===== config.mk =====
export PLATFORM = sky130hd
export DESIGN_NAME = jtag_mem_arbiter_flat
export DESIGN_NICKNAME = d
export VERILOG_FILES = /design/src/rtl/jtag_mem_arbiter_if.sv /design/src/rtl/jtag_mem_arbiter.sv /design/src/flat_wrapper.sv
export SDC_FILE = /design/constraint.sdc
export NUM_CORES = 1
export LEC_CHECK = 0
export CORE_AREA = 2 2 190 192
export DETAILED_ROUTE_END_ITERATION = 8
export DIE_AREA = 0 0 192 194
export PLACE_DENSITY = 0.62
export REMOVE_ABC_BUFFERS = 1
export SYNTH_ARGS = -nofsm -noshare
export SYNTH_HDL_FRONTEND = slang
export SYNTH_SLANG_ARGS = --single-unit

===== constraint.sdc =====
create_clock -name tck_i -period 3.43 [get_ports tck_i]
set_input_delay 0.686 -clock tck_i [delete_from_list [all_inputs] [get_ports tck_i]]
set_output_delay 0.686 -clock tck_i [all_outputs]
set_load 0.02 [all_outputs]

===== src/rtl/jtag_mem_arbiter_if.sv =====
// One master's request/response channel toward the boot-RAM arbiter.
// The master drives the request and its qualifiers; the arbiter returns the grant and read data.
interface jtag_mem_arbiter_if;
    logic        req;
    logic        we;
    logic        lock;
    logic [31:0] addr;
    logic [63:0] wdata;
    logic        gnt;
    logic        rvalid;
    logic [63:0] rdata;

    modport master (
        output req, we, lock, addr, wdata,
        input  gnt, rvalid, rdata
    );

    modport slave (
        input  req, we, lock, addr, wdata,
        output gnt, rvalid, rdata
    );
endinterface


===== src/rtl/jtag_mem_arbiter.sv =====
// Shares one 64-bit single-port boot RAM between the JTAG loader (M0) and the system master (M1).
// Round-robin with bounded bus lock; read data is steered back by a tag pipe.
module jtag_mem_arbiter #(
    parameter int unsigned MEM_LATENCY = 1,
    parameter int unsigned MAX_LOCK    = 16
) (
    input  logic                     tck_i,
    input  logic                     reset_i,
    jtag_mem_arbiter_if.slave        m0_if,
    jtag_mem_arbiter_if.slave        m1_if,
    output logic                     mem_en_o,
    output logic                     wren_o,
    output logic [31:0]              addr_o,
    output logic [63:0]              to_mem_o,
    input  logic [63:0]              from_mem_i
);

    localparam int unsigned DEPTH      = MEM_LATENCY + 1;
    localparam logic [7:0]  MAX_LOCK_C = 8'(MAX_LOCK);

    logic             last_q, last_d;
    logic             lock_v_q, lock_v_d;
    logic             lock_owner_q, lock_owner_d;
    logic [7:0]       lock_cnt_q, lock_cnt_d;
    logic             mem_en_q, mem_en_d;
    logic             wren_q, wren_d;
    logic [31:0]      addr_q, addr_d;
    logic [63:0]      to_mem_q, to_mem_d;
    logic [DEPTH-1:0] tag_v_q, tag_v_d;
    logic [DEPTH-1:0] tag_id_q, tag_id_d;
    logic             rvalid0_q, rvalid0_d;
    logic             rvalid1_q, rvalid1_d;
    logic [63:0]      rdata0_q, rdata0_d;
    logic [63:0]      rdata1_q, rdata1_d;

    logic [1:0]       req_s;
    logic             grant_s;
    logic             gnt_id_s;
    logic             other_req_s;
    logic             sel_we_s;
    logic             sel_lock_s;
    logic [31:0]      sel_addr_s;
    logic [63:0]      sel_wdata_s;
    logic             lock_same_s;

    assign req_s = {m1_if.req, m0_if.req};

    // Arbitration: a live lock below its starvation limit wins a tie, else the non-last master.
    always_comb begin
        grant_s  = 1'b0;
        gnt_id_s = 1'b0;
        case (req_s)
            2'b01: begin
                grant_s  = 1'b1;
                gnt_id_s = 1'b0;
            end
            2'b10: begin
                grant_s  = 1'b1;
                gnt_id_s = 1'b1;
            end
            2'b11: begin
                grant_s = 1'b1;
                if (lock_v_q && (lock_cnt_q < MAX_LOCK_C)) begin
                    gnt_id_s = lock_owner_q;
                end else begin
                    gnt_id_s = ~last_q;
                end
            end
            default: begin
                grant_s  = 1'b0;
                gnt_id_s = 1'b0;
            end
        endcase
    end

    assign m0_if.gnt = grant_s & ~gnt_id_s;
    assign m1_if.gnt = grant_s &  gnt_id_s;

    // Qualifier mux for the granted master.
    always_comb begin
        if (gnt_id_s) begin
            sel_we_s    = m1_if.we;
            sel_lock_s  = m1_if.lock;
            sel_addr_s  = m1_if.addr;
            sel_wdata_s = m1_if.wdata;
            other_req_s = m0_if.req;
        end else begin
            sel_we_s    = m0_if.we;
            sel_lock_s  = m0_if.lock;
            sel_addr_s  = m0_if.addr;
            sel_wdata_s = m0_if.wdata;
            other_req_s = m1_if.req;
        end
    end

    assign lock_same_s = lock_v_q && (lock_owner_q == gnt_id_s);

    // Next state for arbitration history, lock tracking and the memory port registers.
    always_comb begin
        last_d       = last_q;
        lock_v_d     = lock_v_q;
        lock_owner_d = lock_owner_q;
        lock_cnt_d   = lock_cnt_q;
        mem_en_d     = 1'b0;
        wren_d       = 1'b0;
        addr_d       = addr_q;
        to_mem_d     = to_mem_q;
        if (grant_s) begin
            last_d   = gnt_id_s;
            mem_en_d = 1'b1;
            wren_d   = sel_we_s;
            addr_d   = sel_addr_s;
            to_mem_d = sel_wdata_s;
            if (sel_lock_s) begin
                lock_v_d     = 1'b1;
                lock_owner_d = gnt_id_s;
                // The count is the owner's run of grants taken while the other master waited.
                if (!lock_same_s) begin
                    lock_cnt_d = other_req_s ? 8'd1 : 8'd0;
                end else if (other_req_s && (lock_cnt_q < MAX_LOCK_C)) begin
                    lock_cnt_d = lock_cnt_q + 8'd1;
                end else begin
                    lock_cnt_d = lock_cnt_q;
                end
            end else begin
                lock_v_d     = 1'b0;
                lock_owner_d = 1'b0;
                lock_cnt_d   = 8'd0;
            end
        end else begin
            last_d   = last_q;
            mem_en_d = 1'b0;
        end
    end

    // Read tag pipe and response steering back to the owning master.
    always_comb begin
        tag_v_d   = {tag_v_q[DEPTH-2:0], grant_s & ~sel_we_s};
        tag_id_d  = {tag_id_q[DEPTH-2:0], gnt_id_s};
        rvalid0_d = tag_v_q[DEPTH-1] & ~tag_id_q[DEPTH-1];
        rvalid1_d = tag_v_q[DEPTH-1] &  tag_id_q[DEPTH-1];
        if (rvalid0_d) begin
            rdata0_d = from_mem_i;
        end else begin
            rdata0_d = rdata0_q;
        end
        if (rvalid1_d) begin
            rdata1_d = from_mem_i;
        end else begin
            rdata1_d = rdata1_q;
        end
    end

    // State registers; M0 wins the first tie after reset.
    always_ff @(posedge tck_i) begin
        if (reset_i) begin
            last_q       <= 1'b1;
            lock_v_q     <= 1'b0;
            lock_owner_q <= 1'b0;
            lock_cnt_q   <= 8'd0;
            mem_en_q     <= 1'b0;
            wren_q       <= 1'b0;
            addr_q       <= 32'd0;
            to_mem_q     <= 64'd0;
            tag_v_q      <= {DEPTH{1'b0}};
            tag_id_q     <= {DEPTH{1'b0}};
            rvalid0_q    <= 1'b0;
            rvalid1_q    <= 1'b0;
            rdata0_q     <= 64'd0;
            rdata1_q     <= 64'd0;
        end else begin
            last_q       <= last_d;
            lock_v_q     <= lock_v_d;
            lock_owner_q <= lock_owner_d;
            lock_cnt_q   <= lock_cnt_d;
            mem_en_q     <= mem_en_d;
            wren_q       <= wren_d;
            addr_q       <= addr_d;
            to_mem_q     <= to_mem_d;
            tag_v_q      <= tag_v_d;
            tag_id_q     <= tag_id_d;
            rvalid0_q    <= rvalid0_d;
            rvalid1_q    <= rvalid1_d;
            rdata0_q     <= rdata0_d;
            rdata1_q     <= rdata1_d;
        end
    end

    assign mem_en_o     = mem_en_q;
    assign wren_o       = wren_q;
    assign addr_o       = addr_q;
    assign to_mem_o     = to_mem_q;
    assign m0_if.rvalid = rvalid0_q;
    assign m1_if.rvalid = rvalid1_q;
    assign m0_if.rdata  = rdata0_q;
    assign m1_if.rdata  = rdata1_q;

endmodule


===== src/flat_wrapper.sv =====
// flat-port wrapper written by rule: the top's interface ports become plain ports
module jtag_mem_arbiter_flat 
#(
    parameter int unsigned MEM_LATENCY = 1,
    parameter int unsigned MAX_LOCK    = 16
)
  (tck_i, reset_i, mem_en_o, wren_o, addr_o, to_mem_o, from_mem_i, m0_if_req, m0_if_we, m0_if_lock, m0_if_addr, m0_if_wdata, m0_if_gnt, m0_if_rvalid, m0_if_rdata, m1_if_req, m1_if_we, m1_if_lock, m1_if_addr, m1_if_wdata, m1_if_gnt, m1_if_rvalid, m1_if_rdata);
  jtag_mem_arbiter_if m0_if_i ();
  jtag_mem_arbiter_if m1_if_i ();
  input  logic tck_i;
  input  logic reset_i;
  output logic mem_en_o;
  output logic wren_o;
  output logic [31:0] addr_o;
  output logic [63:0] to_mem_o;
  input  logic [63:0] from_mem_i;
  input wire logic [$bits(m0_if_i.req)-1:0] m0_if_req;
  input wire logic [$bits(m0_if_i.we)-1:0] m0_if_we;
  input wire logic [$bits(m0_if_i.lock)-1:0] m0_if_lock;
  input wire logic [$bits(m0_if_i.addr)-1:0] m0_if_addr;
  input wire logic [$bits(m0_if_i.wdata)-1:0] m0_if_wdata;
  output wire logic [$bits(m0_if_i.gnt)-1:0] m0_if_gnt;
  output wire logic [$bits(m0_if_i.rvalid)-1:0] m0_if_rvalid;
  output wire logic [$bits(m0_if_i.rdata)-1:0] m0_if_rdata;
  input wire logic [$bits(m1_if_i.req)-1:0] m1_if_req;
  input wire logic [$bits(m1_if_i.we)-1:0] m1_if_we;
  input wire logic [$bits(m1_if_i.lock)-1:0] m1_if_lock;
  input wire logic [$bits(m1_if_i.addr)-1:0] m1_if_addr;
  input wire logic [$bits(m1_if_i.wdata)-1:0] m1_if_wdata;
  output wire logic [$bits(m1_if_i.gnt)-1:0] m1_if_gnt;
  output wire logic [$bits(m1_if_i.rvalid)-1:0] m1_if_rvalid;
  output wire logic [$bits(m1_if_i.rdata)-1:0] m1_if_rdata;
  assign m0_if_i.req = m0_if_req;
  assign m0_if_i.we = m0_if_we;
  assign m0_if_i.lock = m0_if_lock;
  assign m0_if_i.addr = m0_if_addr;
  assign m0_if_i.wdata = m0_if_wdata;
  assign m0_if_gnt = m0_if_i.gnt;
  assign m0_if_rvalid = m0_if_i.rvalid;
  assign m0_if_rdata = m0_if_i.rdata;
  assign m1_if_i.req = m1_if_req;
  assign m1_if_i.we = m1_if_we;
  assign m1_if_i.lock = m1_if_lock;
  assign m1_if_i.addr = m1_if_addr;
  assign m1_if_i.wdata = m1_if_wdata;
  assign m1_if_gnt = m1_if_i.gnt;
  assign m1_if_rvalid = m1_if_i.rvalid;
  assign m1_if_rdata = m1_if_i.rdata;
  jtag_mem_arbiter #(.MEM_LATENCY(MEM_LATENCY), .MAX_LOCK(MAX_LOCK)) u_core (.tck_i(tck_i), .reset_i(reset_i), .m0_if(m0_if_i), .m1_if(m1_if_i), .mem_en_o(mem_en_o), .wren_o(wren_o), .addr_o(addr_o), .to_mem_o(to_mem_o), .from_mem_i(from_mem_i));
endmodule

==> results of run 1 <==
per-layer routing:
layer	up-vias	track usage	routed length, µm
li1	4477	-	-
met1	4156	0.185	12200
met2	375	0.302	16700
met3	50	0.0655	3960
met4	4	0.0537	801
met5	-	0	30
sequential cells by signal, summed over array words and instances, names as in the netlist:
name	flops
u_core.tag_v_q	2
u_core.m1_if.rdata	64
u_core.lock_v_q	1
u_core.m1_if.rvalid	1
u_core.tag_id_q	2
u_core.addr_o	32
u_core.wren_o	1
u_core.last_q	1
u_core.mem_en_o	1
u_core.lock_owner_q	1
u_core.m0_if.rdata	64
u_core.lock_cnt_q	8
u_core.to_mem_o	64
u_core.m0_if.rvalid	1
critical path, delay by kind of cell, from the launching register on:
family | cells | cell delay [ns]
DFF | 1 | 0.33
and+or+nand+nor | 2 | 0.55
AOI/OAI and AO/OA | 2 | 0.35
buffers and inverters | 2 | 0.67
placed cells by master (no fill, tap or decap), types with 2 or more instances in the layout:
cell type	netlist	layout
dfxtp_1	243	243
clkdlybuf4s50_1	0	492
nor2b_1	4	3
clkbuf_8	0	9
buf_12	0	5
inv_1	3	3
nand3_1	7	7
mux2i_1	98	98
nor3b_1	5	5
or3b_1	2	2
buf_4	10	13
and3_1	2	2
o21ai_0	99	99
nand2_1	360	359
nor3_1	4	4
a21oi_1	134	134
and2_1	3	2
clkbuf_1	54	4
clkinvlp_4	0	2
nor2_1	9	8
clkinv_2	0	6
nand2b_2	0	2
inv_6	0	3
clkbuf_16	0	29
metrics by stage:
| step | worst slack [ns] | hold WS (ns) | util | TNS [ns] | power (W) |
|---|---|---|---|---|---|
| finish | 0.301 | 0.435 | 0.438 | 0 | 0.00717 |
| global placement | 0.280 | 0.423 | 0.411 | 0 | 0.00417 |
| detailed placement | 0.301 | 0.425 | 0.411 | 0 | 0.00418 |
| CTS | 0.264 | 0.403 | 0.438 | 0 | 0.00728 |
| global route | 0.158 | 0.419 | 0.438 | 0 | 0.00747 |
| floorplan | -6.44 | 0.414 | - | -518.70 | 0.00353 |
final timing paths:
kind	depth (start not counted)	from	to	slack (ns)
setup / recovery	6	u_core.lock_cnt_q[7]	m0_if_gnt	0.30
hold / removal	2	reset_i	u_core.lock_cnt_q[4]	0.44
setup reg to reg	8	u_core.lock_cnt_q[7]	u_core.lock_cnt_q[0]	1.00
hold reg to reg	1	u_core.tag_v_q[0]	u_core.tag_v_q[1]	0.44
kinds of logic (layout without fill, tap and decap cells):
group | after synthesis | after routing | synth area share
flops | 243 | 243 | 0.536
buf+inv | 81 | 567 | 0.0378
compound gates | 242 | 242 | 0.137
xor+xnor | 1 | 1 | 0.000966
mux | 99 | 99 | 0.110
other cells | 0 | 1 | 0
simple gates | 402 | 402 | 0.177
fa+ha+maj | 1 | 1 | 0.00138
power groups by stage:
stage | combinational (W) | sequential (W) | clock (W)
floorplan | 0.000306 | 0.00322 | 0
global placement | 0.00110 | 0.00307 | 0
detailed placement | 0.00111 | 0.00308 | 0
CTS | 0.00111 | 0.00302 | 0.00315
global route | 0.00116 | 0.00303 | 0.00327
finish | 0.00109 | 0.00302 | 0.00306
final cells by class:
class,instances,area (µm²)
sequential,243,4860
clock inverter,12,101
inverter,3,11.3
fill,3484,19800
multi-input combinational,745,3900
antenna,1,2.50
tap,461,577
clock buffer,42,865
timing repair buffer,510,5120
==> summary.md, run 1 <==
| Metric | Value |
|---|---|
| Crit path arrival time | 2.44 ns |
| Ys async rst share | 0 |
| Max-cap violation count | 0 |
| Internal power | ~0.0054 W |
| Count leader, synth | nand2_1 |
| Slew headroom | 0.369 |
| Root buf cell | clkbuf_16 |
| Net Sw Frac | 0.251 |
| Global Route Usage Sum | 0.170 |
| Initial core utilization | 0.257 |
| Final setup viols | 0 |
| CTS clk-pin slew, worst paths | 0.06 ns |
| Die ar. | ~37000 µm² |
| Maximum number of pins on one net before global-route repair | between 100 and 150 |
| Setup CP Type | reg2out |
| Post-DP Area | 14500 µm² |
| Die width | about 190 µm |
| RD Place Congestion | between 0.8 and 0.9 |
| Clock Sink Count | about 240 |
| Final slew viol count | 0 |
| IO Count | 494 |
| Clk network pwr share | 0.427 |
| Library cells used by synthesis | 34 |
| Port Buf Inserts | 493 |
| 1st-pass router iterations | 4 |
| Seq/Total Area, Yosys | 0.536 |
| WL per Instance | 16.7 µm |
| Post-CTS Hold Buffers | 0 |
| CP cell instances | nor4_4, a21oi_1, o21ai_4, inv_1, nor2_1, clkdlybuf4s50_1 |
| Num rows | ~70 |
| DP HPWL | approximately 25000 µm |
| HP Class | in2reg |
| CTS Buffer Depth | 3 |
| Placed Cells | roughly 2000 |
| Unrepaired setup endpoints after global routing | false |
| Worst-Skew Late Latency | 0.55 ns |
| Flop pwr share | 0.421 |
| Minimum clock period | ~3.1 ns |
| Routed Antenna Nets | 0 |
| Power Dens Cells | roughly 460 nW/µm² |
| Finished Layout Cells | about 2000 |
| P&R area growth vs syn | 70.2% |
| Psw | 0.00180 W |
| VDD IR-drop max | 0.318 mV |
| Height of the die | 194 µm |
| CTS tree | yes |
| Core Area | approximately 35000 µm² |
| Worst Setup Start Kind | flop |
| Yosys warns | 0 |
| Cell accounting for the most synthesized area | dfxtp_1 |
| Synth area leaders | dfxtp_1, nand2_1, mux2i_1, a21oi_1, o21ai_0 |
| Top cell type's share of synthesized area | 0.536 |
| Synthesized area | between 9000 and 10000 µm² |
| Max incr delay on CP | 0.61 ns |
| Post-CTS sizing | 0 |
| Comb power frac | 0.152 |
| Syn Area/Cell | about 8.5 µm² |
| Most used flip-flop cell after synthesis | dfxtp_1 |
| GRT overflow | 0 |
| Via/cell ratio | ~4.5 |
| CP required | 2.74 ns |
| CP max stage cell | clkdlybuf4s50_1 |
| Finished Cell Area | around 15000 µm² |
| Kind of end point of the critical path | output pin |
| Synthesized flop and latch total | roughly 240 |
| Commonest cells in the synthesized netlist | nand2_1, dfxtp_1, a21oi_1 |
| Post-CTS Repair Setup Buffers | 0 |
| Final net count | between 1500 and 2000 |
| Fraction of layout cells with a size suffix above 1 | 0.0514 |
| Post-synth EDFFs | 0 |
| H-tree levels | 1 |
| CP Max Fanout | 6 |
| Max Clock Freq | approximately 0.32 GHz |
| Via count | slightly above 9000 |
| Initial antenna violation count | 4 |
| Vias in the first global route | about 8700 |
| WL final | about 34000 µm |
| Worst Tran Pin Value | 0.943 ns |
| Leak pwr | slightly below 6 nW |
| CTS buffer count | 29 |
| 1st-iter DRT viols | 243 |
| DRC violations left | 0 |
| Gate Count Post-Synth | about 1100 |
| Final hold vios | 0 |
| Clock Skew | roughly 0.018 ns |
| Tcrit/Tclk final | 0.912 |
| Global-route wire length before repair | between 40000 and 50000 µm |
| Status | complete, no violations |
Note: power is estimated with default switching activity, not from simulation.
==> inputs of run 2 (changes only) <==
- PLACE_DENSITY: 0.62 -> default
==> run 2 against run 1 <==
Sequential share of layout area unchanged. Clock-buffer cell count unchanged. Power increased by 1.2%. Utilization unchanged. Sequential cell count unchanged. Register-to-register slack improved by 0.04 ns. Via count decreased by 0.21%. Hold slack improved by 0.00069 ns. Critical path type unchanged. Largest cell class unchanged.
==> summary.md, run 2 (synthesis results as in run 1) <==
| Metric | Value |
|---|---|
| Status | complete, no violations |
| Power Dens Cells | approximately 470 nW/µm² |
| CP required | between 2 and 3 ns |
| Clock Skew | 0.0147 ns |
| Height of the die | 194 µm |
| 1st-pass router iterations | 4 |
| Finished Layout Cells | between 2000 and 2500 |
| Setup slack, reg-to-reg | approximately 1.0 ns |
| IO Count | about 490 |
| WL per Instance | 17.2 µm |
| Worst Setup Start Kind | flop |
| Filler Cell Count | about 3500 |
| Finished Cell Area | between 15000 and 20000 µm² |
| Minimum clock period | around 3.3 ns |
| Placed Cells | a little under 2000 |
| Final slew viol count | 0 |
| Max Clock Freq | between 0.3 and 0.4 GHz |
| Setup TNS | 0 ns |
| H-tree levels | 1 |
| Via/cell ratio | ~4.5 |
| Fraction of layout cells with a size suffix above 1 | 0.0458 |
| Initial core utilization | 0.257 |
| Final setup viols | 0 |
| Max-cap violation count | 0 |
| Vias in the first global route | 8801 |
| DRC violations left | 0 |
| Die width | between 150 and 200 µm |
| Routed Antenna Nets | 0 |
| Core Area | between 30000 and 40000 µm² |
| Clock Sink Count | 243 |
| Setup CP Type | reg2out |
| Slew headroom | 0.467 |
| Global Route Usage Sum | 0.173 |
| WL final | ~35000 µm |
| FF-to-FF path depth | 7 |
| CTS tree | yes |
| Post-CTS sizing | 0 |
| GRT overflow | 0 |
| Port Buf Inserts | approximately 490 |
| Global-route wire length before repair | 50400 µm |
| Post-CTS Repair Setup Buffers | 0 |
| Via count | around 9000 |
| DP HPWL | ~25000 µm |
| CTS buffer count | 28 |
| Tcrit/Tclk final | 0.952 |
| Num rows | 69 |
| Post-CTS Hold Buffers | 0 |
| Initial antenna violation count | 6 |
| CTS Buffer Depth | 3 |
| Leak pwr | 5.79 nW |
| 1st-iter DRT viols | 293 |
| Commonest non-fill, non-tap cells in the layout | clkdlybuf4s50_1, nand2_1, dfxtp_1 |
| Unrepaired setup endpoints after global routing | false |
| Maximum number of pins on one net before global-route repair | approximately 130 |
| Kind of end point of the critical path | output pin |
| Worst Tran Pin Value | between 0.7 and 0.8 ns |
| Worst-Skew Late Latency | between 0.5 and 0.6 ns |
| Final hold vios | 0 |
| Final net count | 1793 |
| Post-DP Area | between 10000 and 15000 µm² |
| VDD IR-drop max | 0.356 mV |
| Die ar. | roughly 37000 µm² |
| HP Class | reg2reg |
| CP Max Fanout | 6 |
| Total power | 0.00726 W |
| Hold path depth | 1 |
| Root buf cell | clkbuf_16 |
| CTS clk-pin slew, worst paths | approximately 0.060 ns |
| P&R area growth vs syn | 70.2% |
| RD Place Congestion | 0.780 |
| Crit path arrival time | 2.58 ns |
| Most common cell after layout, fill and taps aside | clkdlybuf4s50_1 |
==> run 2: changes by cell type in the layout (fill, tap and decap cells not counted), sizes merged <==
cell,delta
buf,-3
bufinv,+3
clkinv,-1
diode,+2
inv,-2
clkinvlp,-2
==> run 2: cell type report <==
type / count / area, µm² / share of cell area
Clock buffer: 42 / 825 / 0.0534
Timing Repair Buffer: 507 / 5100 / 0.330
Tap cell: 461 / 577 / 0.0374
Inverter: 3 / 11.3 / 0.000729
Sequential cell: 243 / 4860 / 0.315
Multi-Input combinational cell: 745 / 3900 / 0.253
Clock inverter: 10 / 154 / 0.00997
Antenna cell: 3 / 7.51 / 0.000486
==> run 2: report_power, final <==
part           internal [W]  switching (W)
Sequential          0.00295      0.0000650
Clock               0.00195        0.00119
Combinational      0.000595       0.000499
==> run 2: worst paths after layout <==
path	from	to
min reg2reg	u_core.tag_id_q[0]	u_core.tag_id_q[1]
min	u_core.tag_id_q[0]	u_core.tag_id_q[1]
max reg2reg	u_core.lock_cnt_q[7]	u_core.lock_cnt_q[0]
max	u_core.lock_cnt_q[7]	m0_if_gnt
==> run 2: through the flow <==
stage	util	hold slack, ns	setup WS, ns
3_3_place_gp	0.410	0.430	0.305
3_5_place_dp	0.410	0.422	0.338
2_1_floorplan	-	0.414	-6.44
6_report	0.438	0.436	0.166
5_1_grt	0.438	0.465	0.0615
4_1_cts	0.438	0.437	0.128
==> run 2: worst max-delay path, stage by stage, from the launching register on <==
cell and delay (ns):
dfxtp_1 0.33, nor4_4 0.44, a21oi_1 0.18, o21ai_4 0.26
inv_1 0.09, nor2_1 0.11, clkdlybuf4s50_1 0.61
==> run 2: layer usage <==
layer  up-vias  track usage  wire length [µm]
met5         -            0                41
met4         6       0.0387               628
met3        56       0.0670              3750
met2       350        0.322             17700
met1      4154        0.182             12500
li1       4477            -                 -
==> inputs of run 3 (changes only) <==
==> constraint.sdc (replaced) <==
create_clock -name tck_i -period 3.43 [get_ports tck_i]
set_input_delay 0.686 -clock tck_i [delete_from_list [all_inputs] [get_ports tck_i]]
set_output_delay 0.686 -clock tck_i [all_outputs]
set_load 0.1 [all_outputs]
==> run 3 against run 2 <==
First-iteration DRC count shrank 27%. Hold slack gained 0.0041 ns. Via count grew 0.22%. Sequential power is essentially flat. Utilization shrank 0.43 points. Power grew 10%. Cell count grew 0.30%. Sequential share of layout area grew 0.31 points. Non-clock buffer count grew 4. Critical endpoint unchanged.
==> summary.md, run 3 (synthesis results as in run 1) <==
| Metric | Value |
|---|---|
| Global Route Usage Sum | 0.174 |
| VDD IR-drop max | roughly 0.35 mV |
| Via count | between 9000 and 10000 |
| Slew headroom | 0.244 |
| Clock Skew | about 0.020 ns |
| H-tree levels | 1 |
| Hold path depth | 1 |
| GRT overflow | 0 |
| Reg-to-reg startpoint | u_core.lock_cnt_q[7] |
| Port Buf Inserts | just under 500 |
| Worst Setup Start Kind | flop |
| Via/cell ratio | around 4.5 |
| Global-route wire length before repair | 50800 µm |
| Post-layout util | 0.434 |
| 1st-pass router iterations | 5 |
| Hold Path Sink | u_core.tag_id_q[1] |
| Initial core utilization | 0.257 |
| Root buf cell | clkbuf_16 |
| CTS buffer count | 29 |
| WL final | approximately 35000 µm |
| Vias in the first global route | approximately 8900 |
| Max Clock Freq | around 0.33 GHz |
| Unrepaired setup endpoints after global routing | false |
| Post-CTS Repair Setup Buffers | 0 |
| Post-CTS sizing | 0 |
| Net Sw Frac | 0.316 |
| Setup CP Type | reg2out |
| Hold Path Origin | u_core.tag_id_q[0] |
| Final setup viols | 0 |
| Die ar. | 37200 µm² |
| RR Endpoint | u_core.addr_o[24] |
| RD Place Congestion | about 0.78 |
| Setup slack, reg-to-reg | 0.92 ns |
| Final net count | between 1500 and 2000 |
| Num rows | 69 |
| CTS clk-pin slew, worst paths | ~0.06 ns |
| CP max stage cell | nor4_4 |
| Commonest non-fill, non-tap cells in the layout | clkdlybuf4s50_1, nand2_1, dfxtp_1 |
| Max-cap violation count | 0 |
| DRC violations left | 0 |
| CTS tree | yes |
| Filler Cell Count | about 3500 |
| Final slew viol count | 0 |
| FF-to-FF path depth | 7 |
| Power Dens Cells | 522 nW/µm² |
| Die width | 192 µm |
| Max incr delay on CP | about 0.46 ns |
| Internal power | roughly 0.0055 W |
| P&R area growth vs syn | 68.6% |
| Routed Antenna Nets | 0 |
| Crit path arrival time | approximately 2.3 ns |
| Minimum clock period | 2.99 ns |
| Clock Sink Count | 243 |
| Height of the die | 194 µm |
| CP required | around 2.7 ns |
| Post-CTS Hold Buffers | 0 |
| CP cell instances | nor4_4, a21oi_1, o21ai_4, inv_1, nor2_1, buf_12 |
| Placed Cells | approximately 2000 |
| Comb power frac | 0.228 |
| Flop pwr share | 0.378 |
| Buf/Inv on CP | 2 |
| Clk network pwr share | 0.394 |
| Finished Layout Cells | 2020 |
| Worst-Skew Late Latency | ~0.55 ns |
| Status | complete, no violations |
| Psw | between 0.002 and 0.003 W |
| 1st-iter DRT viols | 215 |
| CP Max Fanout | 6 |
| Core Area | ~35000 µm² |
| Worst Tran Pin Value | roughly 1.1 ns |
| DP HPWL | between 20000 and 30000 µm |
| Critical path's top delay family | simple AND/OR/NAND/NOR gates |
| Fraction of layout cells with a size suffix above 1 | 0.115 |
| Kind of end point of the critical path | output pin |
| Tcrit/Tclk final | 0.871 |
| IO Count | roughly 490 |
| Initial antenna violation count | 11 |
| WL per Instance | about 17 µm |
| Most common cell after layout, fill and taps aside | clkdlybuf4s50_1 |
| Final hold vios | 0 |
| CTS Buffer Depth | 3 |
| Maximum number of pins on one net before global-route repair | 108 |
| Leak pwr | approximately 6 nW |
| HP Class | reg2reg |
run 3: worst max path at each step:
stage	start	to	slack [ns]	depth (start not counted)
6_report	u_core.lock_cnt_q[7]	m0_if_gnt	0.44	6
5_1_grt	u_core.lock_cnt_q[7]	m0_if_gnt	0.30	6
4_1_cts	u_core.lock_cnt_q[7]	m0_if_gnt	0.41	6
3_5_place_dp	m0_if_req	u_core.addr_o[24]	0.39	8
3_3_place_gp	m0_if_req	u_core.addr_o[9]	0.48	8
2_1_floorplan	m0_if_req	m0_if_gnt	-9.49	5
run 3: area by class of cell:
class	count	area (µm²)	share of cell area
Inverter	3	11.3	0.000736
Clock inverter	8	101	0.00663
Antenna cell	5	12.5	0.000818
Sequential cell	243	4860	0.318
Timing Repair Buffer	511	4930	0.322
Tap cell	461	577	0.0377
Clock buffer	44	892	0.0583
Multi-Input combinational cell	745	3900	0.255
run 3: per-stage QoR:
step | hold WS, ns | instance area (µm²) | setup WS (ns) | total power (W) | setup TNS, ns
2_1_floorplan | 0.414 | 8740 | -9.49 | 0.00426 | -523.53
3_3_place_gp | 0.422 | 14300 | 0.475 | 0.00490 | 0
3_5_place_dp | 0.432 | 14300 | 0.394 | 0.00491 | 0
4_1_cts | 0.447 | 15300 | 0.406 | 0.00809 | 0
5_1_grt | 0.466 | 15300 | 0.303 | 0.00828 | 0
6_report | 0.440 | 15300 | 0.443 | 0.00799 | 0
run 3: metal layers:
layer | track usage | wire [µm]
met3 | 0.0726 | 4030
met5 | 0 | 34
met1 | 0.180 | 12600
met2 | 0.321 | 17500
met4 | 0.0475 | 620
run 3: power by group through the flow:
| stage | Combinational, W | Clock (W) | Sequential (W) |
|---|---|---|---|
| finish | 0.00182 | 0.00315 | 0.00302 |
| detailed placement | 0.00183 | 0 | 0.00308 |
| floorplan | 0.000319 | 0 | 0.00394 |
| global placement | 0.00182 | 0 | 0.00307 |
| global route | 0.00188 | 0.00336 | 0.00303 |
| CTS | 0.00183 | 0.00324 | 0.00302 |
